### src/rtl/alu_exec_unit_pkg.sv
// alu_exec_unit_pkg
//   Shared definitions for the ALU execute stage: ALU_* operation codes,
//   FSM state encodings, shift-kind encoding and small decode helpers.
//   Imported by alu_exec_unit and alu_shifter.
package alu_exec_unit_pkg;

  localparam logic [3:0] ALU_AND  = 4'b0000;
  localparam logic [3:0] ALU_OR   = 4'b0001;
  localparam logic [3:0] ALU_ADD  = 4'b0010;
  localparam logic [3:0] ALU_XOR  = 4'b0011;
  localparam logic [3:0] ALU_SLL  = 4'b0100;
  localparam logic [3:0] ALU_SRL  = 4'b0101;
  localparam logic [3:0] ALU_SUB  = 4'b0110;
  localparam logic [3:0] ALU_SLT  = 4'b0111;
  localparam logic [3:0] ALU_SLTU = 4'b1000;
  localparam logic [3:0] ALU_SRA  = 4'b1001;

  typedef enum logic [1:0] {
    ST_IDLE  = 2'b00,
    ST_SHIFT = 2'b01,
    ST_HOLD  = 2'b10
  } state_t;

  typedef enum logic [1:0] {
    SH_SLL = 2'b00,
    SH_SRL = 2'b01,
    SH_SRA = 2'b10
  } shift_kind_t;

  function automatic logic is_shift(input logic [3:0] sel);
    return (sel == ALU_SLL) || (sel == ALU_SRL) || (sel == ALU_SRA);
  endfunction

  function automatic shift_kind_t shift_kind(input logic [3:0] sel);
    shift_kind_t k;
    case (sel)
      ALU_SRL: k = SH_SRL;
      ALU_SRA: k = SH_SRA;
      default: k = SH_SLL;
    endcase
    return k;
  endfunction

endpackage

### src/rtl/alu_shifter.sv
// alu_shifter
//   Shift engine for the ALU execute stage.
//   Build option: ALU_FAST_SHIFT_EN
//     defined   : combinational barrel shifter; result_o valid in the load cycle,
//                 done_o mirrors load_i.
//     undefined : iterative shifter, one bit per step; done_o pulses on the step
//                 that produces the final value, which is presented on result_o.
// Ports
//   clk, rst_n    clock / async active-low reset
//   load_i        capture data_i, shamt_i, kind_i
//   step_i        advance the iterative shifter by one bit
//   kind_i        SLL / SRL / SRA
//   data_i        value to shift
//   shamt_i       shift amount
//   done_o        final value available on result_o this cycle
//   result_o      shifted value
module alu_shifter
  import alu_exec_unit_pkg::*;
#(
  parameter int XLEN = 32
) (
  input  logic                     clk,
  input  logic                     rst_n,
  input  logic                     load_i,
  input  logic                     step_i,
  input  shift_kind_t              kind_i,
  input  logic [XLEN-1:0]          data_i,
  input  logic [$clog2(XLEN)-1:0]  shamt_i,
  output logic                     done_o,
  output logic [XLEN-1:0]          result_o
);

  localparam int SHW = $clog2(XLEN);

`ifdef ALU_FAST_SHIFT_EN

  logic unused_iter;
  assign unused_iter = ^{clk, rst_n, step_i};

  always_comb begin
    result_o = data_i;
    case (kind_i)
      SH_SLL:  result_o = data_i << shamt_i;
      SH_SRL:  result_o = data_i >> shamt_i;
      SH_SRA:  result_o = XLEN'($signed(data_i) >>> shamt_i);
      default: result_o = data_i;
    endcase
  end

  assign done_o = load_i;

`else

  logic [XLEN-1:0] data_q, data_d;
  logic [SHW-1:0]  cnt_q, cnt_d;
  shift_kind_t     kind_q, kind_d;
  logic [XLEN-1:0] step_val;

  // One-bit shift of the held value; SRA replicates the sign bit.
  always_comb begin
    step_val = data_q;
    case (kind_q)
      SH_SLL:  step_val = {data_q[XLEN-2:0], 1'b0};
      SH_SRL:  step_val = {1'b0, data_q[XLEN-1:1]};
      SH_SRA:  step_val = {data_q[XLEN-1], data_q[XLEN-1:1]};
      default: step_val = data_q;
    endcase
  end

  always_comb begin
    data_d = data_q;
    cnt_d  = cnt_q;
    kind_d = kind_q;
    if (load_i) begin
      data_d = data_i;
      cnt_d  = shamt_i;
      kind_d = kind_i;
    end else if (step_i && (cnt_q != '0)) begin
      data_d = step_val;
      cnt_d  = cnt_q - SHW'(1);
    end
  end

  always_ff @(posedge clk or negedge rst_n) begin
    if (!rst_n) begin
      data_q <= '0;
      cnt_q  <= '0;
      kind_q <= SH_SLL;
    end else begin
      data_q <= data_d;
      cnt_q  <= cnt_d;
      kind_q <= kind_d;
    end
  end

  // The last step's value is handed out directly so the caller can register
  // it on the same edge the shifter finishes.
  assign done_o   = step_i && (cnt_q == SHW'(1));
  assign result_o = step_val;

`endif

endmodule

### src/rtl/alu_exec_unit.sv
// alu_exec_unit
//   Execute stage: takes a 4-bit ALU select plus operands over a valid/ready
//   handshake and returns a registered result with zero/carry/overflow/sign
//   flags and an illegal-op indication. Logic/arith ops take one cycle; shifts
//   take one cycle per bit unless the barrel shifter is built in.
//   Build option: ALU_FAST_SHIFT_EN (barrel shifter, SHIFT state unused).
// Ports
//   clk, rst_n          clock / async active-low reset
//   in_valid, in_ready  input handshake for alu_sel/op_a/op_b
//   alu_sel             ALU_* operation code
//   op_a, op_b          operands; op_b low $clog2(XLEN) bits are the shift amount
//   out_valid,out_ready output handshake
//   result              operation result
//   zf, cf, vf, sf      zero, carry, overflow, sign flags of result
//   illegal             alu_sel was not a defined code
//
// state    | meaning
// ---------+--------------------------------------------------------------
// ST_IDLE  | no result held, ready for a new op
// ST_SHIFT | iterative shift in progress, input stalled, no output
// ST_HOLD  | result/flags valid, held until the consumer takes them
module alu_exec_unit
  import alu_exec_unit_pkg::*;
#(
  parameter int XLEN = 32
) (
  input  logic            clk,
  input  logic            rst_n,
  input  logic            in_valid,
  output logic            in_ready,
  input  logic [3:0]      alu_sel,
  input  logic [XLEN-1:0] op_a,
  input  logic [XLEN-1:0] op_b,
  output logic            out_valid,
  input  logic            out_ready,
  output logic [XLEN-1:0] result,
  output logic            zf,
  output logic            cf,
  output logic            vf,
  output logic            sf,
  output logic            illegal
);

  localparam int SHW = $clog2(XLEN);

  state_t          state_q, state_d;
  logic [XLEN-1:0] result_q, result_d;
  logic            zf_q, zf_d, cf_q, cf_d, vf_q, vf_d, sf_q, sf_d, ill_q, ill_d;

  logic            accept;
  logic            op_is_shift;
  logic [SHW-1:0]  shamt;
  logic            shift_iter;
  logic            sh_done;
  logic [XLEN-1:0] sh_result;
  logic [XLEN-1:0] imm_shift_res;

  logic [XLEN-1:0] b_eff;
  logic            cin;
  logic [XLEN:0]   sum_w;
  logic            add_cf, add_vf;
  logic [XLEN-1:0] alu_res;
  logic            alu_cf, alu_vf, alu_ill;

  logic            cap_en;
  logic [XLEN-1:0] cap_res;
  logic            cap_cf, cap_vf, cap_ill;

  assign in_ready    = (state_q == ST_IDLE) || ((state_q == ST_HOLD) && out_ready);
  assign accept      = in_valid && in_ready;
  assign op_is_shift = is_shift(alu_sel);
  assign shamt       = op_b[SHW-1:0];

`ifdef ALU_FAST_SHIFT_EN
  assign shift_iter    = 1'b0;
  assign imm_shift_res = sh_result;
`else
  // Zero-length shifts bypass the SHIFT state and complete like any other op.
  assign shift_iter    = (shamt != '0);
  assign imm_shift_res = op_a;
`endif

  alu_shifter #(
    .XLEN(XLEN)
  ) u_shifter (
    .clk      (clk),
    .rst_n    (rst_n),
    .load_i   (accept && op_is_shift),
    .step_i   (state_q == ST_SHIFT),
    .kind_i   (shift_kind(alu_sel)),
    .data_i   (op_a),
    .shamt_i  (shamt),
    .done_o   (sh_done),
    .result_o (sh_result)
  );

  // Single adder serves ADD and the compare/subtract ops (a + ~b + 1).
  always_comb begin
    b_eff = op_b;
    cin   = 1'b0;
    if ((alu_sel == ALU_SUB) || (alu_sel == ALU_SLT) || (alu_sel == ALU_SLTU)) begin
      b_eff = ~op_b;
      cin   = 1'b1;
    end
    sum_w  = {1'b0, op_a} + {1'b0, b_eff} + {{XLEN{1'b0}}, cin};
    add_cf = sum_w[XLEN];
    add_vf = (op_a[XLEN-1] == b_eff[XLEN-1]) && (sum_w[XLEN-1] != op_a[XLEN-1]);
  end

  always_comb begin
    alu_res = '0;
    alu_cf  = 1'b0;
    alu_vf  = 1'b0;
    alu_ill = 1'b0;
    case (alu_sel)
      ALU_ADD, ALU_SUB: begin
        alu_res = sum_w[XLEN-1:0];
        alu_cf  = add_cf;
        alu_vf  = add_vf;
      end
      ALU_SLT: begin
        alu_res = {{(XLEN-1){1'b0}}, sum_w[XLEN-1] ^ add_vf};
        alu_cf  = add_cf;
        alu_vf  = add_vf;
      end
      ALU_SLTU: begin
        // No carry out of a + ~b + 1 means a borrow, i.e. a < b unsigned.
        alu_res = {{(XLEN-1){1'b0}}, ~add_cf};
        alu_cf  = add_cf;
        alu_vf  = add_vf;
      end
      ALU_AND: alu_res = op_a & op_b;
      ALU_OR:  alu_res = op_a | op_b;
      ALU_XOR: alu_res = op_a ^ op_b;
      ALU_SLL, ALU_SRL, ALU_SRA: alu_res = imm_shift_res;
      default: alu_ill = 1'b1;
    endcase
  end

  always_comb begin
    state_d = state_q;
    cap_en  = 1'b0;
    cap_res = alu_res;
    cap_cf  = alu_cf;
    cap_vf  = alu_vf;
    cap_ill = alu_ill;
    case (state_q)
      ST_IDLE, ST_HOLD: begin
        if (accept) begin
          if (op_is_shift && shift_iter) begin
            state_d = ST_SHIFT;
          end else begin
            state_d = ST_HOLD;
            cap_en  = 1'b1;
          end
        end else if ((state_q == ST_HOLD) && out_ready) begin
          state_d = ST_IDLE;
        end
      end
      ST_SHIFT: begin
        if (sh_done) begin
          state_d = ST_HOLD;
          cap_en  = 1'b1;
          cap_res = sh_result;
          cap_cf  = 1'b0;
          cap_vf  = 1'b0;
          cap_ill = 1'b0;
        end
      end
      default: state_d = ST_IDLE;
    endcase
  end

  always_comb begin
    result_d = result_q;
    zf_d     = zf_q;
    cf_d     = cf_q;
    vf_d     = vf_q;
    sf_d     = sf_q;
    ill_d    = ill_q;
    if (cap_en) begin
      result_d = cap_res;
      zf_d     = (cap_res == '0);
      cf_d     = cap_cf;
      vf_d     = cap_vf;
      sf_d     = cap_res[XLEN-1];
      ill_d    = cap_ill;
    end
  end

  always_ff @(posedge clk or negedge rst_n) begin
    if (!rst_n) begin
      state_q  <= ST_IDLE;
      result_q <= '0;
      zf_q     <= 1'b0;
      cf_q     <= 1'b0;
      vf_q     <= 1'b0;
      sf_q     <= 1'b0;
      ill_q    <= 1'b0;
    end else begin
      state_q  <= state_d;
      result_q <= result_d;
      zf_q     <= zf_d;
      cf_q     <= cf_d;
      vf_q     <= vf_d;
      sf_q     <= sf_d;
      ill_q    <= ill_d;
    end
  end

  assign out_valid = (state_q == ST_HOLD);
  assign result    = result_q;
  assign zf        = zf_q;
  assign cf        = cf_q;
  assign vf        = vf_q;
  assign sf        = sf_q;
  assign illegal   = ill_q;

endmodule

### config.mk
export PLATFORM = sky130hd
export DESIGN_NAME = alu_exec_unit
export DESIGN_NICKNAME = d
export VERILOG_FILES = /design/src/rtl/alu_exec_unit_pkg.sv /design/src/rtl/alu_shifter.sv /design/src/rtl/alu_exec_unit.sv
export SDC_FILE = /design/constraint.sdc
export NUM_CORES = 1
export LEC_CHECK = 0
export ABC_AREA = 1
export BUFFER_PORTS_ARGS = -buffer_cell sky130_fd_sc_hd__buf_4
export CORE_MARGIN = 4
export CORE_UTILIZATION = 45
export DETAILED_ROUTE_END_ITERATION = 8
export GPL_TIMING_DRIVEN = 0
export PLACE_DENSITY = 0.73
export SLEW_MARGIN = 20
export SYNTH_ARGS = -nofsm -noshare
export SYNTH_HDL_FRONTEND = slang
export SYNTH_HIERARCHICAL = 1
export SYNTH_SLANG_ARGS = --single-unit
### constraint.sdc
create_clock -name clk -period 3.2 [get_ports clk]
set_input_delay 0.64 -clock clk [delete_from_list [all_inputs] [get_ports clk]]
set_output_delay 0.64 -clock clk [all_outputs]
set_load 0.05 [all_outputs]
Word-level counts from Yosys, hierarchy flattened. Cells that the tools add are included.

Bits in registers: 78. Logic and storage cells: 91. Input port bits: 72.

Bitwise operators: 6. Muxes and demuxes: 29. $add $sub $neg: 3. Equality and inequality tests: 18. Reductions and logical operators: 25.

Operators by type and width (count): $pmux 32 s7 (1); $mux 32 (5); $pmux 32 s3 (1); $add 32x32->33 (1); $add 33x1->33 (1); $and 32x32->32 (1); $logic_not 32->1 (1); $not 32->32 (1); $or 32x32->32 (1); $xor 32x32->32 (1); $eq 4x3->1 const B (4); $mux 1 (13); $mux 5 (2); $reduce_bool 5->1 (2); $reduce_or 10->1 (1); $eq 4x2->1 const B (2); $eq 4x4->1 const B (2); $mux 2 (4); $pmux 2 s2 (2); $logic_and 1x1->1 (7); $eq 5x1->1 const B (1); $logic_or 1x1->1 (5); $sub 5x1->5 const B (1); $eq 2x1->1 const B (2); other kinds (16) (19).

Logic depth before layout (Yosys ltp).
Depth in word-level cells: 13. Gate-level depth with buffers: 27. Gate-level depth less buffers: 26.

Hierarchy. Netlist, hierarchy kept.

Modules (own cells, without submodules): alu_exec_unit (cells an instance 1062, instances 1, seq. area each 950.9 um^2, area each 6615.1 um^2); alu_shifter (cells an instance 377, instances 1, seq. area each 975.9 um^2, area each 2543.7 um^2).

Worst setup path after synthesis. Ideal clock, no wire load.

Path kind: input-to-reg. Start: input alu_sel[3]. End: register zf_q (netlist: zf). Setup time: 74 ps. Setup slack: -273 ps. Cell stages on the path: 24. Arrival time: 3399 ps. Data required time: 3126 ps. Path buffers: 1. Cells stage by stage: inv_1 nor2_2 nand2_2 nand2_1 buf_1 xor2_1 fa_1 nand3_1 nand3_1 nand2_1 nand2_1 nand2_1 nand2_1 nand2_1 nand2_1 nor2_1 o21ai_1 nand2_1 nand2_1 nor2_1 nand2_1 nor2_1 nand3_1 o21ai_2.

Cells in the longest elaborated chain, start to end: 13.

Ends and longest elaborated chain: from (decl) (line alu_exec_unit.sv:31) `input logic [3:0] alu_sel,`; $eq 4x3->1 (line alu_exec_unit.sv:101, alu_exec_unit.sv:115); $logic_or 1x1->1 (2 in a row) (line alu_exec_unit.sv:101) `if ((alu_sel == ALU_SUB) || (alu_sel == ALU_SLT) || (alu_sel == ALU_SLTU)) begin`; $mux 32 (line alu_exec_unit.sv:101); $add 32x32->33 (line alu_exec_unit.sv:105) `sum_w = {1'b0, op_a} + {1'b0, b_eff} + {{XLEN{1'b0}}, cin};`; $add 33x1->33 (line alu_exec_unit.sv:105); $ne 1x1->1 (line alu_exec_unit.sv:107) `add_vf = (op_a[XLEN-1] == b_eff[XLEN-1]) && (sum_w[XLEN-1] != op_a[XLEN-1]);`; $logic_and 1x1->1 (line alu_exec_unit.sv:107); $xor 1x1->1 (line alu_exec_unit.sv:122) `alu_res = {{(XLEN-1){1'b0}}, sum_w[XLEN-1] ^ add_vf};`; $pmux 32 s7 (line alu_exec_unit.sv:115) `case (alu_sel)`; $mux 32 (line alu_exec_unit.sv:161) `if (sh_done) begin`; $mux 32 (line alu_exec_unit.sv:147) `case (state_q)`; $logic_not 32->1 (line alu_exec_unit.sv:183) `zf_d = (cap_res == '0);`; to (signal assigned) (line alu_exec_unit.sv:203) `zf_q <= zf_d;`; to (decl) (line alu_exec_unit.sv:48) `logic zf_q, zf_d, cf_q, cf_d, vf_q, vf_d, sf_q, sf_d, ill_q, ill_d;`.

Parallel ways exist; a longest one is shown, timed or not. A chain may end at the register's enable or synchronous reset.

Worst setup path in the final report. Ends and elaborated chain as after synthesis.

==> flow_summary.ini <==
[synth]
syn_inst = 1439
syn_area_per_cell_um2 = 6.365
synth-seq-cells = 77
synthTopCellsByCount = nand2_1, nand3_1, inv_1, nor2_1, ha_1
synth_area_leaders = dfrtp_1, nand2_1, ha_1
yosys.area.top_type = dfrtp_1
yosys_warnings = 6
seq_area_frac_synth_pct = 21.04
synth_top_area_share_pct = 21.04
ys.flop_type = dfrtp_1
synth_edf_count = 0
yosysMostFrequentCell = nand2_1
syn-cell-area_um2 = 9159
async_flop_share_pct = 100.0
ys_types = 49
syn_nets = 1610

[detailed_routing]
detail-route-antenna-nets = 0
wire_per_inst_um = 17.89
drc = 0
firstDrtPassIters = 6
drt_wl_total_mm = 33.50
drtIter0Drc = 1104
avgViaCountPerCell = 5.597
vias = 10483

[place]
port_buffers = 110
gp_congestion = 0.9667
dp_cells = 1814
placed_area_um2 = 10320
dp_hpwl_mm = 26.34

[critical_path]
crit_path_start_kind = input pin
cp_max_fo = 6
critPathCaptureType = register
path_class = input pin to register
critical_path_arrival_ns = 3.65
critPathRequiredTime_ns = 3.47

[final_layout]
finalInstanceArea_um2 = 11670
antenna_cells = 0
fin_nets = 1774
nFillCells = 1864
fin_cells = 1873
area_growth_syn_to_layout_pct = 27.38
drive_above_1_share_pct = 23.13

[sta]
skew_ns = 0.006863
rsz0062_at_grt = true
max_slew_margin_pct = 35.26
post-route-period-util_pct = 105.6
tightestPinTransition_ns = 0.9712
drv_slew = 0
worst_slack_ns = -0.1781
setup_violations = 2
period_minus_slack_ns = 3.378
max_freq_ghz = 0.2960
hold_viol_final = 0

[clock_tree]
clk_pin_slew_ns = 0.06
cts_buffer_depth = 2
cts_tree = yes
clock-sinks = 77
root_buffer = clkbuf_16
numCtsBuffers = 9
clock_latency_ns = 0.34
htreeDepth = 3
postCtsHoldBufs = 0

[die]
io_pins = 111
rows = 51
dieArea_um2 = 22700
die_y_um = 150.7
die_x_um = 150.7
start_util_pct = 46.45
core_area_um2 = 19720

[grt]
grt_pass1_vias = 9696
track_usage_pct = 28.54
grt_max_degree = 78
gr-total-overflow = 0
grt_pass1_wl_mm = 50.69
antenna_found_initial = 0

[hold_path]
hold_class = input pin to asynchronous set/reset pin

[outcome]
violations = negative setup slack
status = finished with violations

[run]
maxCapViolations = 0

[power]
power_leakage_nw = 5.945
ir_worst_vdd_v = 0.0002271
power_density_nw_per_um2 = 517.1
layout make-up:
cell class,count,area (um^2),area share [%]
Buffer,58,397.9,3.411
Inverter,162,611.8,5.245
Multi-Input combinational cell,1142,6897,59.12
Tap cell,265,331.6,2.842
Sequential cell,77,1927,16.52
Clock buffer,9,225.2,1.931
Clock inverter,7,66.31,0.5684
Timing Repair Buffer,153,1210,10.37
stage by stage:
step | setup WS [ns] | hold slack [ns] | TNS, ns | util [%] | power (mW)
after global routing | -0.3741 | 0.5069 | -1.143 | 59.17 | 6.422
after detailed placement | -1.151 | 0.4742 | -14.64 | 52.35 | 4.683
after CTS | -0.08044 | 0.4885 | -0.08044 | 56.16 | 5.799
after floorplan | 0.007710 | 0.3444 | 0 | - | 3.714
after global placement | -1.117 | 0.4663 | -13.51 | 52.35 | 4.641
final | -0.1781 | 0.4612 | -0.2747 | 59.17 | 6.033
sequential cells by signal, summed over array words and instances (netlist names):
signal / flops
illegal: 1
result: 32
u_shifter/kind_q: 2
u_shifter/cnt_q: 5
state_q: 2
vf: 1
zf: 1
u_shifter/data_q: 32
cf: 1
path summary, 6_finish.rpt:
check                      depth (start not counted)  slack (ns)       start                    to
max in group asynchronous                          1        2.12       rst_n  u_shifter/data_q[26]
setup reg to reg                                  15        0.15  state_q[0]                    zf
hold reg to reg                                    2        0.48   result[5]             result[5]
hold / removal                                     1        0.46       rst_n             result[1]
min in group clk                                   2        0.48   result[5]             result[5]
setup / recovery                                  24       -0.18  alu_sel[3]                    zf
cell families (layout without fill, tap and decap cells):
family	count (synthesis)	count (layout)	synth area share, %
and+or+nand+nor	817	817	38.05
buffers and inverters	220	389	10.55
DFF	77	77	21.04
adders and majority gates	99	99	13.61
xor gates and xnor gates	33	33	3.156
AOI/OAI and AO/OA	193	193	13.61
layer usage:
layer | global-route usage, % | vias up | wire, um
met4 | 7.298 | 0 | 896
met2 | 47.84 | 460 | 15590
met3 | 4.275 | 78 | 3032
met1 | 38.63 | 4885 | 13990
li1 | - | 5060 | -
met5 | 0 | - | 0
cell usage in the layout, fill, tap and decap left out, drive strengths merged, types with 2 or more instances in the layout:
| cell type | n |
|---|---|
| a21boi | 14 |
| a32o | 2 |
| nor2 | 113 |
| ha | 98 |
| a21o | 4 |
| a21oi | 44 |
| nor3 | 10 |
| a22oi | 3 |
| o211ai | 3 |
| o21ai | 75 |
| nand3 | 201 |
| dfrtp | 77 |
| or2 | 2 |
| xor2 | 32 |
| nand3b | 7 |
| o21bai | 3 |
| a31oi | 15 |
| nand2 | 469 |
| o21a | 3 |
| and2 | 2 |
| clkinv | 7 |
| a211oi | 3 |
| inv | 159 |
| buf | 195 |
| a221oi | 22 |
| clkbuf | 25 |
| clkinvlp | 2 |
| nand4 | 11 |
critical path: stages:
cell        delay (ns)
buf_8             0.08
clkinvlp_4        0.14
nor2_4            0.15
nand2_4           0.09
nand2_8           0.12
buf_12            0.14
xor2_1            0.08
ha_1              0.34
nand2_2           0.12
nor2_4            0.13
inv_1             0.07
nor3_4            0.16
nand2_2           0.10
nand2_2           0.10
nand4_1           0.24
nand4_1           0.19
nand3_1           0.08
inv_1             0.08
nand2_2           0.08
nand2_2           0.06
nand2_1           0.05
nor2_1            0.14
nand3_1           0.11
o21ai_2           0.13
where the power goes:
group          leakage (nW)  total (mW)  internal [mW]  switching [mW]
logic                  4.82        3.39           1.19            2.20
registers             0.981        1.63           1.32           0.318
clock network         0.145        1.00          0.599           0.405
what timing repair did:
action	CTS	global route
cloned	1	1
pin swaps	30	52
setup endpoints to repair	21	19
buffers inserted	24	17
gates resized for setup	71	103
No activity file was read; power rests on OpenSTA's default activity.
